## src/rtl/glay_memory_pkg.sv

```systemverilog
// Shared GLay memory types: request packet and cache arbiter FSM states.
package glay_memory_pkg;

  localparam int CACHE_ARB_MAX_OUTSTANDING = 16;

  typedef enum logic [1:0] {
    IDLE,
    ARB,
    SEND
  } cache_arb_state_t;

  typedef struct packed {
    logic        valid;
    logic [1:0]  cmd;
    logic [31:0] addr;
    logic [7:0]  tag;
  } MemoryRequestPacket;

endpackage

```

## src/rtl/cache_request_arbiter_rr.sv

```systemverilog
// rr_priority_select: first valid requester at or after a pointer,
// wrapping at N; one-hot grant, binary index and any-valid flag.
module rr_priority_select #(
  parameter int N = 3,
  localparam int IW = $clog2(N)
) (
  input  logic [N-1:0]  valid,
  input  logic [IW-1:0] ptr,
  output logic [N-1:0]  grant,
  output logic [IW-1:0] index,
  output logic          any
);

  logic [IW-1:0] j;

  always_comb begin
    grant = '0;
    index = '0;
    any   = 1'b0;
    j     = ptr;
    for (int k = 0; k < N; k++) begin
      if (!any && valid[j]) begin
        any      = 1'b1;
        grant[j] = 1'b1;
        index    = j;
      end
      j = (j == IW'(N - 1)) ? '0 : j + 1'b1;
    end
  end

endmodule

```

## src/rtl/cache_request_arbiter.sv

```systemverilog
// Round-robin cache request arbiter with grant hold and in-flight cap.
// Optional stats counters: define CACHE_ARB_STATS_EN.
module cache_request_arbiter
  import glay_memory_pkg::*;
#(
  parameter int NUM_MODULES = 3,
  parameter int MAX_OUTSTANDING = CACHE_ARB_MAX_OUTSTANDING,
  localparam int CNT_W = $clog2(MAX_OUTSTANDING) + 1,
  localparam int IW = $clog2(NUM_MODULES)
) (
  input  logic               ap_clk,
  input  logic               areset_n,
  input  logic               enable_in,
  input  MemoryRequestPacket req_in [NUM_MODULES],
  output logic [NUM_MODULES-1:0] req_ready_out,
  output MemoryRequestPacket cache_req_out,
  input  logic               cache_ready_in,
  input  logic               resp_done_in,
  output logic [CNT_W-1:0]   outstanding_out,
`ifdef CACHE_ARB_STATS_EN
  output logic [31:0]        grant_count_out [NUM_MODULES],
  output logic [31:0]        stall_count_out,
`endif
  output logic               idle_out
);

  cache_arb_state_t state;
  logic [IW-1:0] ptr;
  logic [IW-1:0] gidx;
  logic [IW-1:0] ptr_inc;
  logic [IW-1:0] sel_ptr;
  logic [IW-1:0] sel_idx;
  logic [NUM_MODULES-1:0] vld;
  logic [NUM_MODULES-1:0] sel_grant;
  logic          sel_any;
  logic          accept;
  logic          go_arb;
  logic [CNT_W-1:0] cnt_next;

  always_comb begin
    vld = '0;
    for (int i = 0; i < NUM_MODULES; i++) vld[i] = req_in[i].valid;
  end

  assign accept  = (state == SEND) && cache_ready_in;
  assign ptr_inc = (gidx == IW'(NUM_MODULES - 1)) ? '0 : gidx + 1'b1;
  // The pick made on accept already sees the advanced pointer.
  assign sel_ptr = accept ? ptr_inc : ptr;

  rr_priority_select #(.N(NUM_MODULES)) u_sel (
    .valid (vld),
    .ptr   (sel_ptr),
    .grant (sel_grant),
    .index (sel_idx),
    .any   (sel_any)
  );

  always_comb begin
    cnt_next = outstanding_out;
    if (accept && !resp_done_in)
      cnt_next = outstanding_out + 1'b1;
    else if (!accept && resp_done_in && outstanding_out != '0)
      cnt_next = outstanding_out - 1'b1;
  end

  assign go_arb = enable_in && sel_any &&
                  (cnt_next < CNT_W'(MAX_OUTSTANDING));

  assign idle_out = (state == IDLE) && (outstanding_out == '0) &&
                    !cache_req_out.valid;

  always_ff @(posedge ap_clk or negedge areset_n) begin
    if (!areset_n) begin
      state           <= IDLE;
      ptr             <= '0;
      gidx            <= '0;
      req_ready_out   <= '0;
      cache_req_out   <= '0;
      outstanding_out <= '0;
    end else begin
      outstanding_out <= cnt_next;
      req_ready_out   <= '0;
      unique case (state)
        IDLE: begin
          if (go_arb) begin
            state         <= ARB;
            gidx          <= sel_idx;
            req_ready_out <= sel_grant;
          end
        end
        ARB: begin
          // A requester that withdrew during its grant cycle transfers nothing.
          if (req_in[gidx].valid) begin
            cache_req_out <= req_in[gidx];
            state         <= SEND;
          end else begin
            state <= IDLE;
          end
        end
        SEND: begin
          if (cache_ready_in) begin
            cache_req_out.valid <= 1'b0;
            ptr                 <= ptr_inc;
            if (go_arb) begin
              state         <= ARB;
              gidx          <= sel_idx;
              req_ready_out <= sel_grant;
            end else begin
              state <= IDLE;
            end
          end
        end
        default: state <= IDLE;
      endcase
    end
  end

`ifdef CACHE_ARB_STATS_EN
  always_ff @(posedge ap_clk or negedge areset_n) begin
    if (!areset_n) begin
      for (int i = 0; i < NUM_MODULES; i++) grant_count_out[i] <= '0;
      stall_count_out <= '0;
    end else begin
      if (accept) grant_count_out[gidx] <= grant_count_out[gidx] + 1'b1;
      if (state == SEND && !cache_ready_in)
        stall_count_out <= stall_count_out + 1'b1;
    end
  end
`endif

endmodule

```

## config.mk

```make
export PLATFORM = sky130hd
export DESIGN_NAME = cache_request_arbiter
export DESIGN_NICKNAME = d
export VERILOG_FILES = /design/src/rtl/glay_memory_pkg.sv /design/src/rtl/cache_request_arbiter_rr.sv /design/src/rtl/cache_request_arbiter.sv
export SDC_FILE = /design/constraint.sdc
export NUM_CORES = 1
export LEC_CHECK = 0
export BUFFER_PORTS_ARGS = -buffer_cell sky130_fd_sc_hd__buf_2
export CELL_PAD_IN_SITES_DETAIL_PLACEMENT = 1
export CELL_PAD_IN_SITES_GLOBAL_PLACEMENT = 2
export CORE_ASPECT_RATIO = 0.6
export CORE_MARGIN = 2
export CORE_UTILIZATION = 25
export CTS_CLUSTER_DIAMETER = 150
export CTS_CLUSTER_SIZE = 25
export DETAILED_ROUTE_END_ITERATION = 10
export PLACE_DENSITY_LB_ADDON = 0.08
export REMOVE_ABC_BUFFERS = 1
export SLEW_MARGIN = 20
export SYNTH_ARGS = -nofsm -noshare
export SYNTH_HDL_FRONTEND = slang
export SYNTH_HIERARCHICAL = 1
export SYNTH_SLANG_ARGS = --single-unit
export TNS_END_PERCENT = 30
```

## constraint.sdc

```tcl
create_clock -name ap_clk -period 6.4 [get_ports ap_clk]
set_input_delay 0.64 -clock ap_clk [delete_from_list [all_inputs] [get_ports ap_clk]]
set_output_delay 0.64 -clock ap_clk [all_outputs]
set_load 0.02 [all_outputs]
```

==> impl_summary.txt <==
----------------------------------------------------
[Synthesis]
  Register area share after synthesis ... 45.1%
  FFs w/ async S/R, synth ... 100%
  Distinct cells, synth ... 41
  Synth top area share ... 45.1%
  Synthesized area per cell ... 8.88 µm²
  Combined area of all synthesized cells ... 3160 µm²
  Synth area leaders ... sky130_fd_sc_hd__dfrtp_1 45%, sky130_fd_sc_hd__a21oi_1 14%, sky130_fd_sc_hd__mux2i_1 14%
  Count of flip-flops with a built-in enable after synthesis ... 0
  Number of warnings printed during yosys synthesis ... 6
  Post-Synthesis Cells ... 356
  Library cell occupying the most area in the post-synthesis netlist ... sky130_fd_sc_hd__dfrtp_1
  Flip-flop and latch count after synthesis ... 57
  Leading register cell type out of synthesis ... sky130_fd_sc_hd__dfrtp_1

[Routing]
  Routed wire length ... 10.4 mm
  Number of iterations in the first detailed-routing pass ... 4
  Via/cell ratio ... 4.54
  Number of antenna-violating nets in the routed design ... 0
  Average detailed-routed wire length per instance ... 14.8 µm
  Iteration-0 DRC Markers ... 89
  Vias ... 3185
  Post-route DRC violation count ... 0

[Setup path]
  Maximum net fanout on the critical path ... 56
  Data arrival time of the critical path ... 3.13 ns
  Category of the worst setup path capture point ... flip-flop
  Worst setup SP type ... flip-flop
  Reg-to-reg setup timing slack ... 3.51 ns
  FF-to-FF End ... cache_req_out[34]
  Worst R2R Path Depth ... 7
  Crit Path Category ... flip-flop to flip-flop
  Worst Path Required ... 6.64 ns
  Startpoint of the lowest-slack register-to-register path ... gidx[1]

[Floorplanning]
  DIE AREA ... 13600 µm²
  Core Footprint ... 12200 µm²
  Horiz. Die Dim ... 149 µm
  Top-Level Pins ... 186
  Number of rows created at floorplan ... 31
  Effective utilization at floorplan ... 25.9%
  Height of the chip ... 91.1 µm

[Layout]
  Area Growth Syn to Fin ... 44.5%
  Area of all sequential standard cells ... 1430 µm²
  Final standard cell count with taps included and fillers excluded ... 702
  Proportion of layout cells with a drive suffix above 1 ... 41.0%
  Final core area utilization ... 37.4%
  Final design instance area without fill ... 4570 µm²
  Combined area of the multi-input logic cells ... 1620 µm²
  Fill cell count ... 1506
  Diode count ... 0
  Most common library cell in the layout ignoring fill and taps ... sky130_fd_sc_hd__buf_2
  Net count reported at finish ... 668
  Most used cells in the layout excluding fill and tap cells ... 185 x sky130_fd_sc_hd__buf_2, 89 x sky130_fd_sc_hd__nor2_1, 87 x sky130_fd_sc_hd__a21oi_1

[GRT]
  Congestion Overflow GR ... 0
  Wire length of the first global-routing pass ... 16.5 mm
  Aggregate global-route resource usage ... 15.7%
  Via count of the first global-routing pass ... 3270
  Maximum number of pins on one net before global-route repair ... 58
  Antenna violations before repair ... 0

[Timing]
  Sum Neg Setup Slack ... 0 ns
  Transition time of the tightest slew-check pin ... 0.857 ns
  Final Max Tran Viols ... 0
  Peak Freq ... 346 MHz
  Max-Slew Margin vs Limit ... 42.9%
  Fin Clk Skew ... 0.00711 ns
  Clock period minus final worst setup slack ... 2.89 ns
  Count of endpoints failing hold in the final timing report ... 0
  Share of the clock period used by the worst path after layout ... 45.1%
  Number of setup violations in the final report ... 0
  Slack of the critical path ... 3.51 ns
  Setup repair after global routing missed its margin ... no

[Clock network]
  Post-cts sizing count ... 0
  Root buffer cell ... sky130_fd_sc_hd__clkbuf_16
  Clk sink count ... 57
  Number of buffers added by the clock tree synthesis step ... 9
  Clock Path Buffers ... 2
  Hold buffer count at CTS ... 0
  Number of setup buffers added after CTS ... 0
  Clock transition at the registers of the reported paths ... 0.05 ns
  # H-tree levels ... 3
  Insertion delay to the later sink of the worst-skew pair ... 0.32 ns
  CTS tree ... yes

[Pwr]
  Power density over the cells ... 500 nW/µm²
  Clk pwr share ... 22.1%
  Leakage power summed over all cells ... 0.00223 µW
  Total net switching power ... 972 µW
  Switching portion of total power ... 42.6%
  Internal power of the cells ... 1310 µW
  Proportion of power drawn by combinational gates ... 48.6%
  Worst-case vdd ir drop ... 0.169 mV
  Part of the total power dissipated in sequential elements ... 29.3%

[Outcome]
  Outcome ... completed

[Placement]
  Final weighted congestion of routability-driven global placement ... 0.761
  Placed cell count ... 685
  Placement Cell Area ... 4230 µm²
  DP Worst Slack ... 3.09 ns
  Dpl hpwl ... 7.84 mm
  I/O Buffers ... 185

[Job]
  Number of max-cap violations ... 0

[Min path]
  Type of the tightest min-delay check ... primary input to asynchronous set/reset pin

----------------------------------------------------
[kinds of logic (layout without fill, tap and decap cells)]
kind of cell	count (synthesis)	count (layout)	synth area share (%)
AO/OA/AOI/OAI	103	103	17.8
XOR/XNOR	3	3	0.831
adder cells (fa/ha/maj)	2	2	0.791
buffers and inverters	29	210	4.11
flip-flops	57	57	45.1
multiplexers	45	45	14.3
AND/OR/NAND/NOR	117	117	17.0
[sequential cells by signal, indices dropped and copies added (netlist names)]
name             cells
cache_req_out       43
gidx                 2
outstanding_out      5
ptr                  2
req_ready_out        3
state                2
[cell usage after synthesis (3+ instances only)]
master                     instances
sky130_fd_sc_hd__nor2b_1           4
sky130_fd_sc_hd__a21oi_1          87
sky130_fd_sc_hd__mux2i_1          43
sky130_fd_sc_hd__buf_2            14
sky130_fd_sc_hd__nor2_1           89
sky130_fd_sc_hd__and2_2            3
sky130_fd_sc_hd__dfrtp_1          57
sky130_fd_sc_hd__o21ai_0           3
sky130_fd_sc_hd__nand2_1           5
sky130_fd_sc_hd__clkbuf_1          8
sky130_fd_sc_hd__inv_1             4
[critical path: stages (launching register included)]
cell and delay (ns):
sky130_fd_sc_hd__dfrtp_2 0.92, sky130_fd_sc_hd__nor2b_4 0.62, sky130_fd_sc_hd__buf_16 0.23, sky130_fd_sc_hd__a2bb2oi_1 0.11, sky130_fd_sc_hd__nor3b_4 0.19, sky130_fd_sc_hd__buf_4 0.47
sky130_fd_sc_hd__nor2_1 0.08, sky130_fd_sc_hd__a21oi_1 0.15
[stage by stage]
step | total power [µW] | hold WS (ns)
2_1_floorplan | 1390 | 0.344
3_3_place_gp | 1770 | 0.502
3_5_place_dp | 1800 | 0.510
4_1_cts | 2320 | 0.492
5_1_grt | 2480 | 0.529
6_report | 2280 | 0.458
[worst max-delay path by stage]
stage | slack [ns] | end | startpoint | cells after the start
CTS | 3.09 | cache_req_out[31] | gidx[1] | 6
floorplan | 0.52 | cache_req_out[0] | gidx[0] | 4
detailed placement | 3.09 | cache_req_out[31] | gidx[1] | 6
global route | 3.14 | cache_req_out[11] | gidx[1] | 7
finish | 3.51 | cache_req_out[34] | gidx[1] | 7
global placement | 3.23 | cache_req_out[0] | gidx[1] | 6
[power groups by stage]
stage	Sequential (µW)	Clock, µW	Combinational [µW]
finish	669	505	1110
global placement	674	0	1090
CTS	675	523	1120
global route	701	541	1240
floorplan	889	0	503
detailed placement	678	0	1120
[layout make-up]
type / count / share of cell area, %
well taps: 165 / 4.52
multi-input cells: 270 / 35.5
clock buffers: 13 / 5.48
repair buffers: 190 / 21.5
clock inverters: 3 / 1.42
inverters: 4 / 0.329
flip-flops and latches: 57 / 31.3
[per-layer routing]
| layer | track usage, % | wire length (µm) |
|---|---|---|
| met3 | 6.43 | 1020 |
| met5 | 0 | 0 |
| met2 | 24.7 | 4630 |
| met4 | 4.37 | 61 |
| met1 | 19.8 | 4680 |
(Power assumes the default switching activity.)
